**config.mk**
```make
export PLATFORM = sky130hd
export DESIGN_NAME = tx_huge_pages_regs
export DESIGN_NICKNAME = d
export VERILOG_FILES = /design/src/rtl/tx_huge_pages_regs_pkg.sv /design/src/rtl/hp_status_ctl.sv /design/src/rtl/tx_huge_pages_regs.sv
export SDC_FILE = /design/constraint.sdc
export NUM_CORES = 1
export LEC_CHECK = 0
export CELL_PAD_IN_SITES_DETAIL_PLACEMENT = 1
export CELL_PAD_IN_SITES_GLOBAL_PLACEMENT = 2
export CORE_MARGIN = 2
export CORE_UTILIZATION = 32
export DETAILED_ROUTE_END_ITERATION = 8
export GPL_TIMING_DRIVEN = 1
export PLACE_DENSITY_LB_ADDON = 0.15
export RECOVER_POWER = 100
export SLEW_MARGIN = 10
export SYNTH_ARGS = -nofsm -noshare
export SYNTH_HDL_FRONTEND = slang
export SYNTH_SLANG_ARGS = --single-unit
```
**constraint.sdc**
```tcl
create_clock -name trn_clk -period 7.65 [get_ports trn_clk]
set_input_delay 1.53 -clock trn_clk [delete_from_list [all_inputs] [get_ports trn_clk]]
set_output_delay 1.53 -clock trn_clk [all_outputs]
set_load 0.02 [all_outputs]
```
**src/rtl/tx_huge_pages_regs_pkg.sv**
```systemverilog
// tx_hp_pkg: shared definitions for the huge-page BAR register receiver.
//   - TLP fmt/type codes for the accepted memory writes
//   - byte offsets of the register map inside the BAR
//   - byte-swap helper for payload dwords
//   - receive state enum and register-select record
package tx_hp_pkg;

  localparam logic [6:0]  FT_MWR32    = 7'b10_00000;
  localparam logic [6:0]  FT_MWR64    = 7'b11_00000;

  localparam logic [15:0] ADDR_BASE   = 16'h000;
  localparam logic [15:0] QW_BASE     = 16'h100;
  localparam logic [15:0] CMPL_LO     = 16'h180;
  localparam logic [15:0] CMPL_HI     = 16'h184;

  // trn_rrem_n value meaning only [63:32] carries data on the EOF beat
  localparam logic [7:0]  REM_HI_ONLY = 8'h0F;

  typedef enum logic [2:0] {
    ST_IDLE,
    ST_HDR3,
    ST_HDR4,
    ST_DATA,
    ST_DROP
  } state_t;

  typedef enum logic [1:0] {
    RK_NONE,
    RK_ADDR,
    RK_QW,
    RK_CMPL
  } reg_kind_t;

  typedef struct packed {
    reg_kind_t   kind;
    logic [4:0]  idx;   // page number for RK_ADDR / RK_QW
    logic        hi;    // upper dword of a 64-bit register
  } reg_sel_t;

  // TLP payload arrives big-endian per dword; registers hold little-endian.
  function automatic logic [31:0] bswap32(input logic [31:0] dw);
    return {dw[7:0], dw[15:8], dw[23:16], dw[31:24]};
  endfunction

endpackage

```
**src/rtl/hp_status_ctl.sv**
```systemverilog
// hp_status_ctl: one huge-page status flop.
//   i_clk    clock
//   i_reset  synchronous active-high reset (status -> 0)
//   i_set    unlock commit, sets status (wins over clear)
//   i_clr    page-consumed pulse from the DMA engine, clears status
//   o_status 1 while the page is owned by hardware
module hp_status_ctl (
  input  logic i_clk,
  input  logic i_reset,
  input  logic i_set,
  input  logic i_clr,
  output logic o_status
);

  logic r_status;

  always_ff @(posedge i_clk) begin
    if (i_reset) begin
      r_status <= 1'b0;
    end else if (i_set) begin
      r_status <= 1'b1;
    end else if (i_clr) begin
      r_status <= 1'b0;
    end
  end

  assign o_status = r_status;

endmodule

```
**src/rtl/tx_huge_pages_regs.sv**
```systemverilog
// tx_huge_pages_regs: TRN RX memory-write receiver for the TX huge-page registers.
//   trn_clk / reset            clock, synchronous active-high reset
//   trn_rd, trn_rrem_n         64-bit RX data (DW0 in [63:32]) and remainder
//   trn_rsof_n .. trn_rsrc_dsc_n, trn_rbar_hit_n, trn_rdst_rdy_n   RX framing (active-low)
//   huge_page_addr/qwords      per-page address and qword count, written by MWr
//   huge_page_status           per-page ownership, set on committed unlock
//   huge_page_free             per-page consumed pulse, clears status
//   completed_buffer_address   completion buffer address
// Register and completion dwords land as soon as their beat is accepted; unlocks
// (qword writes) are collected and only committed on a clean accepted EOF.
module tx_huge_pages_regs
  import tx_hp_pkg::*;
#(
  parameter int NUM_PAGES = 2,
  parameter int BAR_IDX   = 2,
  parameter int REG_AW    = 9
) (
  input  logic                      trn_clk,
  input  logic                      reset,
  input  logic [63:0]               trn_rd,
  input  logic [7:0]                trn_rrem_n,
  input  logic                      trn_rsof_n,
  input  logic                      trn_reof_n,
  input  logic                      trn_rsrc_rdy_n,
  input  logic                      trn_rsrc_dsc_n,
  input  logic [6:0]                trn_rbar_hit_n,
  input  logic                      trn_rdst_rdy_n,
  output logic [64*NUM_PAGES-1:0]   huge_page_addr,
  output logic [32*NUM_PAGES-1:0]   huge_page_qwords,
  output logic [NUM_PAGES-1:0]      huge_page_status,
  input  logic [NUM_PAGES-1:0]      huge_page_free,
  output logic [63:0]               completed_buffer_address
);

  state_t               r_state;
  logic [10:0]          r_rem;       // payload dwords still to be written
  logic [REG_AW-1:0]    r_off;       // byte offset of the next upper-lane dword
  logic [NUM_PAGES-1:0] r_pend;      // unlocks waiting for a clean EOF
  logic [63:0]          r_cmpl;

  logic                 w_acc, w_sof_hit, w_eof, w_dsc, w_lo_masked;
  logic [10:0]          w_len;
  logic [1:0]           w_we;
  logic [REG_AW-1:0]    w_off  [2];
  logic [31:0]          w_data [2];
  reg_sel_t             w_sel  [2];
  logic [NUM_PAGES-1:0] w_pend_set, w_unlock;
  logic                 w_unused;

  function automatic reg_sel_t decode_off(input logic [REG_AW-1:0] off);
    reg_sel_t s;
    int       o;
    o = int'(off);
    s = '{kind: RK_NONE, idx: 5'd0, hi: 1'b0};
    if (o >= int'(ADDR_BASE) && o < int'(QW_BASE)) begin
      if (((o - int'(ADDR_BASE)) >> 3) < NUM_PAGES) begin
        s.kind = RK_ADDR;
        s.idx  = 5'((o - int'(ADDR_BASE)) >> 3);
        s.hi   = o[2];
      end
    end else if (o >= int'(QW_BASE) && o < int'(CMPL_LO)) begin
      if (((o - int'(QW_BASE)) >> 2) < NUM_PAGES) begin
        s.kind = RK_QW;
        s.idx  = 5'((o - int'(QW_BASE)) >> 2);
      end
    end else if (o == int'(CMPL_LO)) begin
      s.kind = RK_CMPL;
    end else if (o == int'(CMPL_HI)) begin
      s.kind = RK_CMPL;
      s.hi   = 1'b1;
    end
    return s;
  endfunction

  assign w_acc       = !trn_rsrc_rdy_n && !trn_rdst_rdy_n;
  assign w_sof_hit   = !trn_rsof_n && !trn_rbar_hit_n[BAR_IDX];
  assign w_eof       = !trn_reof_n;
  assign w_dsc       = !trn_rsrc_dsc_n;
  assign w_lo_masked = w_eof && (trn_rrem_n == REM_HI_ONLY);
  assign w_len       = (trn_rd[41:32] == 10'd0) ? 11'd1024 : {1'b0, trn_rd[41:32]};
  assign w_unused    = ^trn_rbar_hit_n;

  // Two write lanes: lane 0 = upper dword (or the single HDR3 dword), lane 1 = lower.
  always_comb begin
    w_we       = '0;
    w_off[0]   = r_off;
    w_off[1]   = r_off + REG_AW'(4);
    w_data[0]  = bswap32(trn_rd[63:32]);
    w_data[1]  = bswap32(trn_rd[31:0]);
    w_pend_set = '0;
    case (r_state)
      ST_HDR3: begin
        // DW2 low two bits are reserved, keep the offset dword aligned
        w_off[0]  = {trn_rd[REG_AW+31:34], 2'b00};
        w_data[0] = bswap32(trn_rd[31:0]);
        w_we[0]   = w_acc && !w_lo_masked;
      end
      ST_DATA: begin
        w_we[0] = w_acc && (r_rem >= 11'd1);
        w_we[1] = w_acc && (r_rem >= 11'd2) && !w_lo_masked;
      end
      default: ;
    endcase
    for (int l = 0; l < 2; l++) begin
      w_sel[l] = decode_off(w_off[l]);
      for (int p = 0; p < NUM_PAGES; p++) begin
        if (w_we[l] && w_sel[l].kind == RK_QW && w_sel[l].idx == 5'(p)) begin
          w_pend_set[p] = 1'b1;
        end
      end
    end
    // A qword written on the EOF beat itself still counts toward this commit.
    w_unlock = (w_acc && w_eof && !w_dsc) ? (r_pend | w_pend_set) : '0;
  end

  always_ff @(posedge trn_clk) begin
    if (reset) begin
      r_state <= ST_IDLE;
      r_rem   <= '0;
      r_off   <= '0;
      r_pend  <= '0;
      r_cmpl  <= '0;
    end else begin
      for (int l = 0; l < 2; l++) begin
        if (w_we[l] && w_sel[l].kind == RK_CMPL) begin
          if (w_sel[l].hi) r_cmpl[63:32] <= w_data[l];
          else             r_cmpl[31:0]  <= w_data[l];
        end
      end
      if (w_acc) begin
        r_pend <= (w_eof || w_dsc) ? '0 : (r_pend | w_pend_set);
        if (w_dsc) begin
          r_state <= ST_IDLE;
        end else begin
          case (r_state)
            ST_IDLE: begin
              if (w_sof_hit && !w_eof) begin
                r_rem <= w_len;
                if (trn_rd[46])                      r_state <= ST_DROP;
                else if (trn_rd[62:56] == FT_MWR32)  r_state <= ST_HDR3;
                else if (trn_rd[62:56] == FT_MWR64)  r_state <= ST_HDR4;
                else                                 r_state <= ST_DROP;
              end
            end
            ST_HDR3: begin
              r_off   <= w_off[0] + REG_AW'(4);
              r_rem   <= r_rem - 11'd1;
              r_state <= w_eof ? ST_IDLE : ST_DATA;
            end
            ST_HDR4: begin
              r_off   <= {trn_rd[REG_AW-1:2], 2'b00};
              r_state <= w_eof ? ST_IDLE : ST_DATA;
            end
            ST_DATA: begin
              r_off <= r_off + REG_AW'(8);
              r_rem <= r_rem - {10'd0, w_we[0]} - {10'd0, w_we[1]};
              if (w_eof) r_state <= ST_IDLE;
            end
            ST_DROP: begin
              if (w_eof) r_state <= ST_IDLE;
            end
            default: r_state <= ST_IDLE;
          endcase
        end
      end
    end
  end

  assign completed_buffer_address = r_cmpl;

  genvar gi;
  generate
    for (gi = 0; gi < NUM_PAGES; gi++) begin : g_page
      logic [63:0] r_addr;
      logic [31:0] r_qw;

      always_ff @(posedge trn_clk) begin
        if (reset) begin
          r_addr <= '0;
          r_qw   <= '0;
        end else begin
          for (int l = 0; l < 2; l++) begin
            if (w_we[l] && w_sel[l].idx == 5'(gi)) begin
              if (w_sel[l].kind == RK_ADDR) begin
                if (w_sel[l].hi) r_addr[63:32] <= w_data[l];
                else             r_addr[31:0]  <= w_data[l];
              end else if (w_sel[l].kind == RK_QW) begin
                r_qw <= w_data[l];
              end
            end
          end
        end
      end

      assign huge_page_addr[64*gi +: 64]   = r_addr;
      assign huge_page_qwords[32*gi +: 32] = r_qw;

      hp_status_ctl u_status (
        .i_clk    (trn_clk),
        .i_reset  (reset),
        .i_set    (w_unlock[gi]),
        .i_clr    (huge_page_free[gi]),
        .o_status (huge_page_status[gi])
      );
    end
  endgenerate

endmodule
```
======== After elaboration in Yosys (flattened, before gate mapping) ========
Index checks and enable logic that the tools add are counted.
word-level totals
  register bits after elaboration ......... 283
  input port bits ......................... 88
  output and inout bits ................... 258
  logic and storage cells ................. 179
cells by class
  add/subtract/negate cells ............... 8
  magnitude comparators ................... 12
  equal/unequal tests ..................... 22
  mux-type cells .......................... 80
  bitwise operators ....................... 1
  reductions and logical operators ........ 45
operators by type and width
  cell                                                                number
  two-way mux 32 bit                                                  25
  two-way mux 64 bit                                                  10
  < comparator 30 x 2 -> 1 bit, second input constant                 2
  equality test 9 x 8 -> 1 bit, second input constant                 4
  < comparator 9 bit, second input constant                           4
  one-hot mux 11 bit (3 select lines)                                 1
  two-way mux 7 bit                                                   4
  one-hot mux 9 bit (3 select lines)                                  1
  logical AND 1 bit                                                   24
  two-way mux 11 bit                                                  2
  subtractor 11 x 1 -> 11 bit                                         2
  subtractor 9 x 9 -> 10 bit, second input constant                   2
  adder 9 x 3 -> 9 bit, second input constant                         2
  greater-or-equal comparator 9 bit, second input constant            2
  two-way mux 2 bit                                                   9
  two-way mux 3 bit                                                   6
  two-way mux 8 bit                                                   2
  two-way mux 1 bit                                                   15
  equality test 7 bit, second input constant                          2
  < comparator 6 x 2 -> 1 bit, second input constant                  2
  greater-or-equal comparator 11 x 1 -> 1 bit, second input constant  1
  greater-or-equal comparator 11 x 2 -> 1 bit, second input constant  1
  subtractor 11 x 1 -> 11 bit, second input constant                  1
  equality test 5 x 1 -> 1 bit, second input constant                 2
  other kinds (24)                                                    42

======== Longest topological paths before layout ========
Gate-level depths: netlist of the first run.
  depth in word-level cells ............... 15
  depth in mapped cells ................... 17
  gate-level depth less buffers ........... 15

======== By module ========
Synthesis of the first run repeated with hierarchy kept, for this count alone.
second synthesis, totals
  cells, all modules ...................... 1,836
  area, all modules ....................... 14,989.4 µm²
modules (own cells, without submodules)
  module              instances  cells an instance  area an instance (µm²)  sequential area each (µm²)
  tx_huge_pages_regs  1          1,828              14,911.8                5,625.4
  hp_status_ctl       2          4                  38.8                    20.0

======== Worst setup path before layout of the first run ========
No wires, ideal clock.
  path type ............................... input-to-reg
  start point ............................. in trn_rrem_n[5]
  end point ............................... reg r_rem[9]
  library setup time ...................... 0.070 ns
  data arrival time ....................... 4.885 ns
  required time ........................... 7.580 ns
  path slack .............................. 2.694 ns
  stages on the path ...................... 14
  buffers on the path ..................... 2
  cells stage by stage .................... or4_4 nor4_4 or3_1 buf_2 clkinv_1 clkbuf_1 fa_1 inv_1 ha_1 nor4b_1 mux2i_1 o41ai_1 nand2_1 a21oi_1
on the way
  word-level cells in the longest chain between the ends .. 8
  elaborated cells between the ends (all ways) .. 10
  those cells by class .................... add/sub (2); eq/ne (1); mux (3); reduce/logical (4)
RTL lines
  what                                   line                                                 RTL
  start, declared                        tx_huge_pages_regs.sv:21                             input logic [7:0] trn_rrem_n,
  equality test 8 x 4 -> 1 bit *         tx_huge_pages_regs.sv:79                             assign w_lo_masked = w_eof && (trn_rrem_n == REM_HI_ONLY);
  logical AND 1 bit *                    tx_huge_pages_regs.sv:79
  zero test 1 bit *                      tx_huge_pages_regs.sv:96, tx_huge_pages_regs.sv:100
  logical AND 1 bit                      tx_huge_pages_regs.sv:96                             w_we[0] = w_acc && !w_lo_masked;
  one-hot mux 1 bit (2 select lines)     tx_huge_pages_regs.sv:91                             case (r_state)
  subtractor 11 x 1 -> 11 bit            tx_huge_pages_regs.sv:156                            r_rem <= r_rem - {10'd0, w_we[0]} - {10'd0, w_we[1]};
  subtractor 11 x 1 -> 11 bit *          tx_huge_pages_regs.sv:156
  one-hot mux 11 bit (3 select lines) *  tx_huge_pages_regs.sv:135                            case (r_state)
  end signal, assigned                   tx_huge_pages_regs.sv:138                            r_rem <= w_len;
  end signal, assigned                   tx_huge_pages_regs.sv:147                            r_rem <= r_rem - 11'd1;
  end signal, assigned                   tx_huge_pages_regs.sv:156
  end, declared                          tx_huge_pages_regs.sv:36                             logic [10:0] r_rem;
Mark *: on every way between the ends. The rest lies on a longest branch, timed or not.
A chain may end at the register's enable or synchronous reset.

======== Worst setup path in the final report of the first run ========
  start point ............................. in trn_rrem_n[5]
  end point ............................... reg g_page[1].r_addr[61]
on the way
  word-level cells in the longest chain between the ends .. 10
  elaborated cells between the ends (all ways) .. 13
  those cells by class .................... eq/ne (1); mux (6); reduce/logical (6)
RTL lines
  what                                line                                                 RTL
  equality test 8 x 4 -> 1 bit *      tx_huge_pages_regs.sv:79
  logical AND 1 bit *                 tx_huge_pages_regs.sv:79
  zero test 1 bit *                   tx_huge_pages_regs.sv:96, tx_huge_pages_regs.sv:100
  logical AND 1 bit                   tx_huge_pages_regs.sv:96
  one-hot mux 1 bit (2 select lines)  tx_huge_pages_regs.sv:91
  logical AND 1 bit                   tx_huge_pages_regs.sv:183                            if (w_we[l] && w_sel[l].idx == 5'(gi)) begin
  two-way mux 64 bit                  tx_huge_pages_regs.sv:183
  two-way mux 32 bit                  tx_huge_pages_regs.sv:185                            if (w_sel[l].hi) r_addr[63:32] <= w_data[l];
  two-way mux 64 bit                  tx_huge_pages_regs.sv:184                            if (w_sel[l].kind == RK_ADDR) begin
  two-way mux 64 bit *                tx_huge_pages_regs.sv:183
  end signal, assigned                tx_huge_pages_regs.sv:185
  end, declared                       tx_huge_pages_regs.sv:174                            logic [63:0] r_addr;
Marks and branches as above.

==> qor.json, run 1 <==
{
  "outcome": "complete, but fails checks",
  "violations_in_the_final_reports": "capacitance limit, slew limit",
  "vias_in_the_first_global_route": 15200,
  "area.sequential_sq_um": 5670,
  "achievable-frequency_mhz": 161,
  "core_area_sq_um": 45500,
  "synth_area_leader_cell": "dfxtp_1",
  "routed.top_layer": "met4",
  "syn_avg_cell_area_sq_um": 8.32,
  "dr.pass1.iters": 5,
  "met1_layer_wirelength_in_the_final_routing_microns": 32000,
  "gpl.final_weighted_congestion": 0.881,
  "period_minus_slack_ns": 6.23,
  "timing.setup.tns_ns": 0,
  "grt_first_pass_wirelength_microns": 102000,
  "cts_resized": 0,
  "synth.top_cells.by_area": "dfxtp_1, mux2i_1, nand2_1",
  "gr-usage-all-layers": 0.283,
  "clkSinkCount": 283,
  "initial_utilization": 0.324,
  "clk-insertion-delay-late_ns": 0.54,
  "worst_setup_path_start_kind": "input port",
  "final_min_period_over_clock_period": 0.814,
  "synthMostInstantiatedCell": "dfxtp_1",
  "cts_hold_repair.buffers": 0,
  "drt_iter0_markers": 996,
  "reg2reg_slack_ns": 1.65,
  "die_width_microns": 219,
  "cts-htree-levels": 2,
  "final_cell_area_sq_um": 19500,
  "timing.final.setup_violations": 0,
  "syn_nets": 1873,
  "setup.worst_path.class": "input port to register",
  "fin_worst_skew_ns": 0.0125,
  "hold_path.startpoint": "g_page[1].u_status.o_status$_SDFFE_PP0P_",
  "data_arrival_at_the_endpoint_of_the_critical_path_ns": 6.61,
  "antenna_found_initial": 3,
  "timing.reg2reg.worst_path_depth": 9,
  "hold_violations": 0,
  "yosysSeqAreaShare": 0.384,
  "worstReg2RegStart": "r_state[0]$_SDFFE_PP0P_",
  "route.detailed.drc": 0,
  "io_buffers": 339,
  "grt_setup_unrepaired": "no",
  "total_length_of_routed_wires_microns": 69200,
  "dpl_cell_area_sq_um": 18400,
  "critPathCaptureType": "register",
  "synth_cell_types": 68,
  "yosys_most_used_dff": "dfxtp_1",
  "dp_hpwl_microns": 46700,
  "total_met3_wirelength_after_detailed_routing_microns": 4880,
  "synth_commonest_cells": "dfxtp_1, nand2_1, mux2i_1",
  "path_clk_slew_ns": 0.05,
  "globalRouteOverflowTotal": 0,
  "timing.rr.end": "g_page[1].r_addr[61]$_SDFF_PP0_",
  "min-delay-path-class": "register to register",
  "slew-limit-headroom": -0.339,
  "multi_input_comb_area_sq_um": 8220,
  "total_power_after_layout_uw": 3370,
  "worstHoldPathCells": 1,
  "number_of_enable_type_register_cells_in_the_synthesized_netlist": 0,
  "die_footprint_sq_um": 47800,
  "async_flop_share": 0,
  "layout-area-overhead-vs-synth_pct": 32.1,
  "final_net_count": 2090,
  "drive_gt1_frac": 0.0527,
  "max_cap_violations": 2,
  "postCtsSetupBuffers": 0,
  "worst_vdd_ir_v": 0.000130,
  "power_leakage_uw": 0.00758,
  "via_count": 14900,
  "crit_path_max_fanout": 33,
  "grt_start_max_net_pins": 67,
  "synth.top_cell.area_share": 0.384,
  "fill_cells": 5298,
  "tightestPinTransition_ns": 2.01,
  "route.met2.wl_microns": 30500,
  "synth-warning-count": 0,
  "cts_tree": "done",
  "routed_via_density": 5.71,
  "floorplan.io_pins": 346,
  "timing.critical_path.required_ns": 8.03,
  "power-per-cell-area_nw_per_um2": 173,
  "fp.dieH_microns": 219,
  "cts.root.buffer_cell": "clkbuf_16",
  "placement_rows": 78,
  "slew_viol_final": 62,
  "mappedNetlistArea_sq_um": 14700,
  "drt-wirelength-per-cell_microns": 26.5,
  "synth.ff_latch_count": 283,
  "cts_max_path_bufs": 3,
  "worst_hold_path.endpoint": "g_page[1].u_status.o_status$_SDFFE_PP0P_",
  "ant_nets": 0,
  "cts_inserted_buffers": 36,
  "syn-instance-count": 1772
}
[flip-flops by register name, indices dropped and copies added, names as in the netlist]
name and cells:
g_page.r_addr 128, g_page.r_qw 64, r_pend 2, completed_buffer_address 64
r_rem 11, g_page.u_status.o_status 2, r_off 9, r_state 3
[critical path: stages]
cell and delay (ns):
clkdlybuf4s50_1 0.40, or4_1 0.54, nor4_1 0.99, or3_1 0.42, clkinv_1 0.18, clkbuf_1 0.80
and2_0 0.94, buf_4 0.46, o211ai_1 0.18, a21oi_1 0.09
[worst max path at each step]
stage | start | end | slack [ns] | cells past startpoint
finish | trn_rrem_n[5] | g_page[1].r_addr[61]$_SDFF_PP0_ | 1.42 | 10
global route | r_state[0]$_SDFFE_PP0P_ | completed_buffer_address[28]$_SDFF_PP0_ | 1.26 | 10
CTS | trn_rrem_n[5] | r_rem[9]$_SDFFE_PP0P_ | 2.53 | 13
detailed placement | trn_rrem_n[5] | r_rem[9]$_SDFFE_PP0P_ | 1.98 | 13
global placement | trn_rrem_n[5] | r_rem[5]$_SDFFE_PP0P_ | 2.07 | 14
floorplan | trn_rrem_n[5] | r_rem[9]$_SDFFE_PP0P_ | 2.69 | 14
[power by group]
part           switching, uW  internal [uW]  total [uW]
clock network            689            999        1690
registers               1.50           1470        1480
logic                    141           66.7         207
[cells by family after synthesis]
logic type | Yosys count | synth area share
AOI/OAI and AO/OA | 476 | 0.208
buffers and inverters | 212 | 0.0622
xor gates and xnor gates | 12 | 0.00713
DFF | 283 | 0.384
adders and majority gates | 13 | 0.0115
muxes | 202 | 0.137
and+or+nand+nor | 574 | 0.189
[routing by layer]
metal  up-vias  global-route usage
met5         -                   0
met2       521               0.436
met1      7485               0.397
li1       6822                   -
met4         0              0.0831
met3        89              0.0587
[final cells by class]
class / count / area share
tap: 600 / 0.0386
inverter: 17 / 0.00328
timing repair buffer: 374 / 0.187
clock inverter: 10 / 0.00514
multi-input combinational: 1277 / 0.422
clock buffer: 51 / 0.0528
antenna: 1 / 0.000129
sequential: 283 / 0.291
[through the flow]
stage	util	cells	hold WS [ns]	setup WS (ns)
2_1_floorplan	-	1772	0.426	2.69
4_1_cts	0.429	2612	0.453	2.53
6_report	0.428	2613	0.445	1.42
3_3_place_gp	0.404	2551	0.436	2.07
3_5_place_dp	0.404	2551	0.440	1.98
5_1_grt	0.428	2612	0.480	1.26
[cells in the final DEF, fill, tap and decap left out, types with 65 or more instances in the layout]
| cell | count |
|---|---|
| o211ai_1 | 65 |
| nand2b_1 | 70 |
| mux2i_1 | 199 |
| a21oi_1 | 146 |
| nor2_1 | 75 |
| o22ai_1 | 97 |
| clkdlybuf4s50_1 | 79 |
| nand2_1 | 261 |
| dfxtp_1 | 283 |
| dlygate4sd3_1 | 259 |
Power figures use the tool's default switching activity.
==> inputs of run 2 (changes only) <==
CORE_UTILIZATION = 29   (was 32)
clock period = 6.3 ns   (was 7.65 ns; I/O delays follow)
==> qor.json, run 2 (synthesized netlist as in run 1, its figures left out) <==
{
  "outcome": "complete, but fails checks",
  "violations_in_the_final_reports": "capacitance limit, slew limit",
  "core_area_sq_um": 50200,
  "power.switching_uw": 1050,
  "antenna_cells": 0,
  "globalRouteOverflowTotal": 0,
  "period_minus_slack_ns": 5.34,
  "final_net_count": 2093,
  "largest_register_ff_count": 128,
  "via_count": 14800,
  "min-delay-path-class": "register to register",
  "vias_in_the_first_global_route": 15300,
  "data_arrival_at_the_endpoint_of_the_critical_path_ns": 5.78,
  "cts_tree": "done",
  "worst_setup_path_start_kind": "input port",
  "gate_power_share": 0.061,
  "timing.critical_path.required_ns": 6.74,
  "route.detailed.drc": 0,
  "setup.worst_path.class": "input port to register",
  "gr-usage-all-layers": 0.262,
  "timing.setup.tns_ns": 0,
  "tightestPinTransition_ns": 1.84,
  "clk-insertion-delay-late_ns": 0.57,
  "fin_util": 0.391,
  "layout_commonest_cell": "dfxtp_1",
  "final_min_period_over_clock_period": 0.848,
  "grt_first_pass_wirelength_microns": 105000,
  "drt_iter0_markers": 1009,
  "hold_violations": 0,
  "initial_utilization": 0.294,
  "postCtsSetupBuffers": 0,
  "placement_rows": 82,
  "critPathCaptureType": "register",
  "internal_power_uw": 3150,
  "die_width_microns": 230,
  "antenna_found_initial": 1,
  "layout-area-overhead-vs-synth_pct": 33.0,
  "io_buffers": 339,
  "worst_vdd_ir_v": 0.000148,
  "fp.dieH_microns": 230,
  "drive_gt1_frac": 0.0545,
  "power.switching_fraction": 0.250,
  "cts-htree-levels": 2,
  "fin_worst_skew_ns": 0.0419,
  "drt-wirelength-per-cell_microns": 26.5,
  "total_length_of_routed_wires_microns": 71300,
  "cts_resized": 0,
  "power-per-cell-area_nw_per_um2": 214,
  "final_cell_area_sq_um": 19600,
  "power_leakage_uw": 0.00761,
  "cts_max_path_bufs": 3,
  "slew_viol_final": 49,
  "dpl_cell_area_sq_um": 18500,
  "routed_via_density": 5.52,
  "dp_hpwl_microns": 48400,
  "timing.final.setup_violations": 0,
  "cts.root.buffer_cell": "clkbuf_16",
  "path_clk_slew_ns": 0.06,
  "achievable-frequency_mhz": 187,
  "clkSinkCount": 283,
  "sequentialPowerShare": 0.426,
  "gpl.final_weighted_congestion": 0.864,
  "mostFrequentLayoutCells": "dfxtp_1, nand2_1, dlygate4sd3_1",
  "ant_nets": 0,
  "cts_inserted_buffers": 37,
  "largest_register": "g_page.r_addr",
  "grt_setup_unrepaired": "no",
  "clock_power_share": 0.513,
  "grt_start_max_net_pins": 107,
  "floorplan.io_pins": 346,
  "max_cap_violations": 2,
  "slew-limit-headroom": -0.227,
  "die_footprint_sq_um": 52700,
  "cts_hold_repair.buffers": 0,
  "crit_path_max_fanout": 33,
  "dr.pass1.iters": 6
}
==> run 2: cell type report <==
class | instances | area (sq um)
Multi-Input combinational cell | 1277 | 8170
Fill cell | 5792 | 30600
Timing Repair Buffer | 376 | 3680
Clock inverter | 9 | 108
Inverter | 17 | 63.8
Tap cell | 672 | 841
Clock buffer | 55 | 1090
Sequential cell | 283 | 5670
==> run 2: final timing paths <==
path                                                          startpoint                                        to  slack (ns)  depth (start not counted)
worst min register to register  g_page[0].u_status.o_status$_SDFFE_PP0P_  g_page[0].u_status.o_status$_SDFFE_PP0P_        0.46                          2
worst max register to register                   r_state[0]$_SDFFE_PP0P_           g_page[1].r_addr[49]$_SDFF_PP0_        1.03                         10
worst max-delay path                                       trn_rrem_n[5]           g_page[1].r_addr[49]$_SDFF_PP0_        0.96                         10
worst min-delay path            g_page[0].u_status.o_status$_SDFFE_PP0P_  g_page[0].u_status.o_status$_SDFFE_PP0P_        0.46                          2
==> run 2: worst max-delay path, cell delays in order <==
cell and delay [ns]:
dlygate4sd3_1 0.53, or4_1 0.55, nor4_1 0.83, or3_1 0.34
clkinv_1 0.15, clkbuf_2 0.54, and2_0 0.79, buf_4 0.44
o211ai_1 0.23, a21oi_1 0.09
==> run 2: per-stage QoR <==
step / cells / worst slack (ns) / hold WS, ns / power [uW]
CTS: 2689 / 1.48 / 0.467 / 4240
detailed placement: 2625 / 0.903 / 0.454 / 2080
finish: 2689 / 0.959 / 0.457 / 4200
global route: 2689 / 0.693 / 0.475 / 4320
global placement: 2625 / 0.945 / 0.436 / 2080
floorplan: 1772 / 1.61 / 0.426 / 1950
==> run 2: power by group through the flow <==
| stage | clock network [uW] | logic, uW | registers, uW |
|---|---|---|---|
| after floorplan | 0 | 116 | 1830 |
| after global placement | 0 | 250 | 1830 |
| after detailed placement | 0 | 253 | 1830 |
| after CTS | 2200 | 254 | 1790 |
| after global routing | 2260 | 270 | 1790 |
| final | 2160 | 255 | 1790 |
==> run 2: metal layers <==
layer  track usage  up-vias  wire length [microns]
met3        0.0542       82                   4490
li1              -     6837                      -
met4        0.0631        0                   1270
met1         0.367     7447                  33500
met2         0.412      465                  32000
met5             0        -                      0
==> inputs of run 3 (changes only) <==
clock period = 5 ns   (was 6.3 ns; I/O delays follow)
==> qor.json, run 3 (synthesized netlist as in run 1, its figures left out) <==
{
  "floorplan.io_pins": 346,
  "cts_max_path_bufs": 3,
  "layout-area-overhead-vs-synth_pct": 34.0,
  "sequentialPowerShare": 0.432,
  "critPathCapture": "r_rem[5]$_SDFFE_PP0P_",
  "multi_input_comb_area_sq_um": 8160,
  "period_minus_slack_ns": 4.33,
  "max_cap_violations": 0,
  "use_met1": 0.360,
  "drt-wirelength-per-cell_microns": 26.1,
  "fp.dieH_microns": 230,
  "achievable-frequency_mhz": 231,
  "data_arrival_at_the_endpoint_of_the_critical_path_ns": 4.74,
  "crit_path_max_fanout": 5,
  "timing.rr.end": "completed_buffer_address[62]$_SDFF_PP0_",
  "power.switching_uw": 1300,
  "grt_util_met2": 0.404,
  "hold_violations": 0,
  "setup.worst_path.class": "input port to register",
  "cts-htree-levels": 2,
  "drive_gt1_frac": 0.0600,
  "tightestPinTransition_ns": 1.42,
  "mostFrequentLayoutCells": "dfxtp_1, nand2_1, dlygate4sd3_1",
  "critical_path.max_stage_delay_ns": 0.54,
  "timing.reg2reg.worst_path_depth": 10,
  "postCtsSetupBuffers": 0,
  "path_clk_slew_ns": 0.06,
  "cts_resized": 0,
  "cts.root.buffer_cell": "clkbuf_16",
  "gr-usage-all-layers": 0.261,
  "power_leakage_uw": 0.00771,
  "dpl_cell_area_sq_um": 18700,
  "whs_ns": 0.461,
  "total_length_of_routed_wires_microns": 70600,
  "core_area_sq_um": 50200,
  "routed_via_density": 5.51,
  "grt_setup_unrepaired": "no",
  "final_net_count": 2110,
  "crit_start": "trn_rrem_n[5]",
  "grt_most_used_layer": "met2",
  "dr.pass1.iters": 4,
  "cts_hold_repair.buffers": 0,
  "vias_in_the_first_global_route": 15400,
  "outcome": "complete, no violations",
  "final_cell_area_sq_um": 19800,
  "worst_vdd_ir_v": 0.000167,
  "area.sequential_sq_um": 5670,
  "drt_iter0_markers": 881,
  "total_power_after_layout_uw": 5220,
  "largest_register_ff_count": 128,
  "io_buffers": 339,
  "largest_register": "g_page.r_addr",
  "cts_tree": "done",
  "crit_slowest_cell": "or4_1",
  "clkSinkCount": 283,
  "slew_viol_final": 0,
  "initial_utilization": 0.294,
  "power.switching_fraction": 0.249,
  "power-per-cell-area_nw_per_um2": 264,
  "fin_util": 0.394,
  "timing.setup.tns_ns": 0,
  "fill_cells": 5761,
  "clock_power_share": 0.505,
  "placement_rows": 82,
  "reg2reg_slack_ns": 0.72,
  "gpl.final_weighted_congestion": 0.886,
  "worstReg2RegStart": "r_state[1]$_SDFFE_PP0P_",
  "dp_hpwl_microns": 49400,
  "die_width_microns": 230,
  "via_count": 14900,
  "internal_power_uw": 3920,
  "gate_power_share": 0.062,
  "globalRouteOverflowTotal": 0,
  "die_footprint_sq_um": 52700,
  "grt_start_max_net_pins": 66,
  "most_frequent_cell_on_the_critical_path": "nor3_1",
  "timing.final.setup_violations": 0,
  "layout_commonest_cell": "dfxtp_1",
  "crit_chain": "clkdlybuf4s50_1 > or4_1 > nor4_1 > or3_1 > clkinv_1 > fa_1 > inv_1 > ha_1 > nor4b_1 > mux2i_1 > nor3_1 > a31oi_1 > nor2_1 > nor3_1",
  "met3_usage": 0.0610,
  "ant_nets": 0,
  "cts_inserted_buffers": 37,
  "critPathCaptureType": "register",
  "final_min_period_over_clock_period": 0.867,
  "grt_first_pass_wirelength_microns": 104000,
  "antenna_found_initial": 2,
  "slew-limit-headroom": 0.0539,
  "clk-insertion-delay-late_ns": 0.55,
  "worst_setup_path_start_kind": "input port",
  "fin_worst_skew_ns": 0.0184,
  "min-delay-path-class": "register to register",
  "route.detailed.drc": 0,
  "antenna_cells": 0,
  "timing.critical_path.required_ns": 5.41
}
[run 3: changes by cell type in the layout (fill, tap and decap cells not counted), moves of 2 or more]
| cell | previous run | this run |
|---|---|---|
| clkbuf_1 | 11 | 14 |
| buf_12 | 2 | 5 |
| buf_4 | 28 | 46 |
| clkbuf_2 | 4 | 1 |
| clkbuf_16 | 37 | 39 |
| clkinv_2 | 3 | 1 |
| bufinv_16 | 2 | 0 |
[run 3: power by group through the flow]
stage	clock (uW)	sequential, uW	combinational (uW)
final	2640	2260	325
after global routing	2780	2260	345
after CTS	2710	2260	325
after detailed placement	0	2310	325
after global placement	0	2310	320
after floorplan	0	2310	146
[run 3: worst min-delay path by stage]
stage                                        startpoint                                        to  slack [ns]  cells after the start
2_1_floorplan  g_page[0].u_status.o_status$_SDFFE_PP0P_  g_page[0].u_status.o_status$_SDFFE_PP0P_        0.43                      2
3_3_place_gp   g_page[1].u_status.o_status$_SDFFE_PP0P_  g_page[1].u_status.o_status$_SDFFE_PP0P_        0.44                      1
3_5_place_dp   g_page[1].u_status.o_status$_SDFFE_PP0P_  g_page[1].u_status.o_status$_SDFFE_PP0P_        0.45                      1
4_1_cts        g_page[1].u_status.o_status$_SDFFE_PP0P_  g_page[1].u_status.o_status$_SDFFE_PP0P_        0.47                      1
5_1_grt        g_page[1].u_status.o_status$_SDFFE_PP0P_  g_page[1].u_status.o_status$_SDFFE_PP0P_        0.47                      1
6_report       g_page[1].u_status.o_status$_SDFFE_PP0P_  g_page[1].u_status.o_status$_SDFFE_PP0P_        0.46                      1
[run 3: per-layer routing]
layer | part of all wire | vias to the layer above
li1 | - | 6887
met1 | 0.47 | 7473
met2 | 0.44 | 455
met3 | 0.067 | 85
met4 | 0.025 | 0
met5 | 0 | -
[run 3: stage by stage]
stage	setup slack [ns]	instances
2_1_floorplan	0.574	1772
3_3_place_gp	0.385	2642
3_5_place_dp	0.329	2642
4_1_cts	0.904	2706
5_1_grt	0.341	2706
6_report	0.667	2706
[run 3: worst max-delay path, delay by kind of cell]
| kind | cells | cell delay [ns] |
|---|---|---|
| AO/OA/AOI/OAI | 1 | 0.12 |
| adder cells (fa/ha/maj) | 2 | 0.72 |
| buffers and inverters | 3 | 0.56 |
| multiplexers | 1 | 0.28 |
| AND/OR/NAND/NOR | 7 | 2.06 |
[run 3: cell type report]
type	instances	area share
sequential	283	0.287
tap	672	0.0426
clock buffer	60	0.0579
timing repair buffer	393	0.195
inverter	17	0.00323
clock inverter	4	0.00152
multi-input combinational	1277	0.413
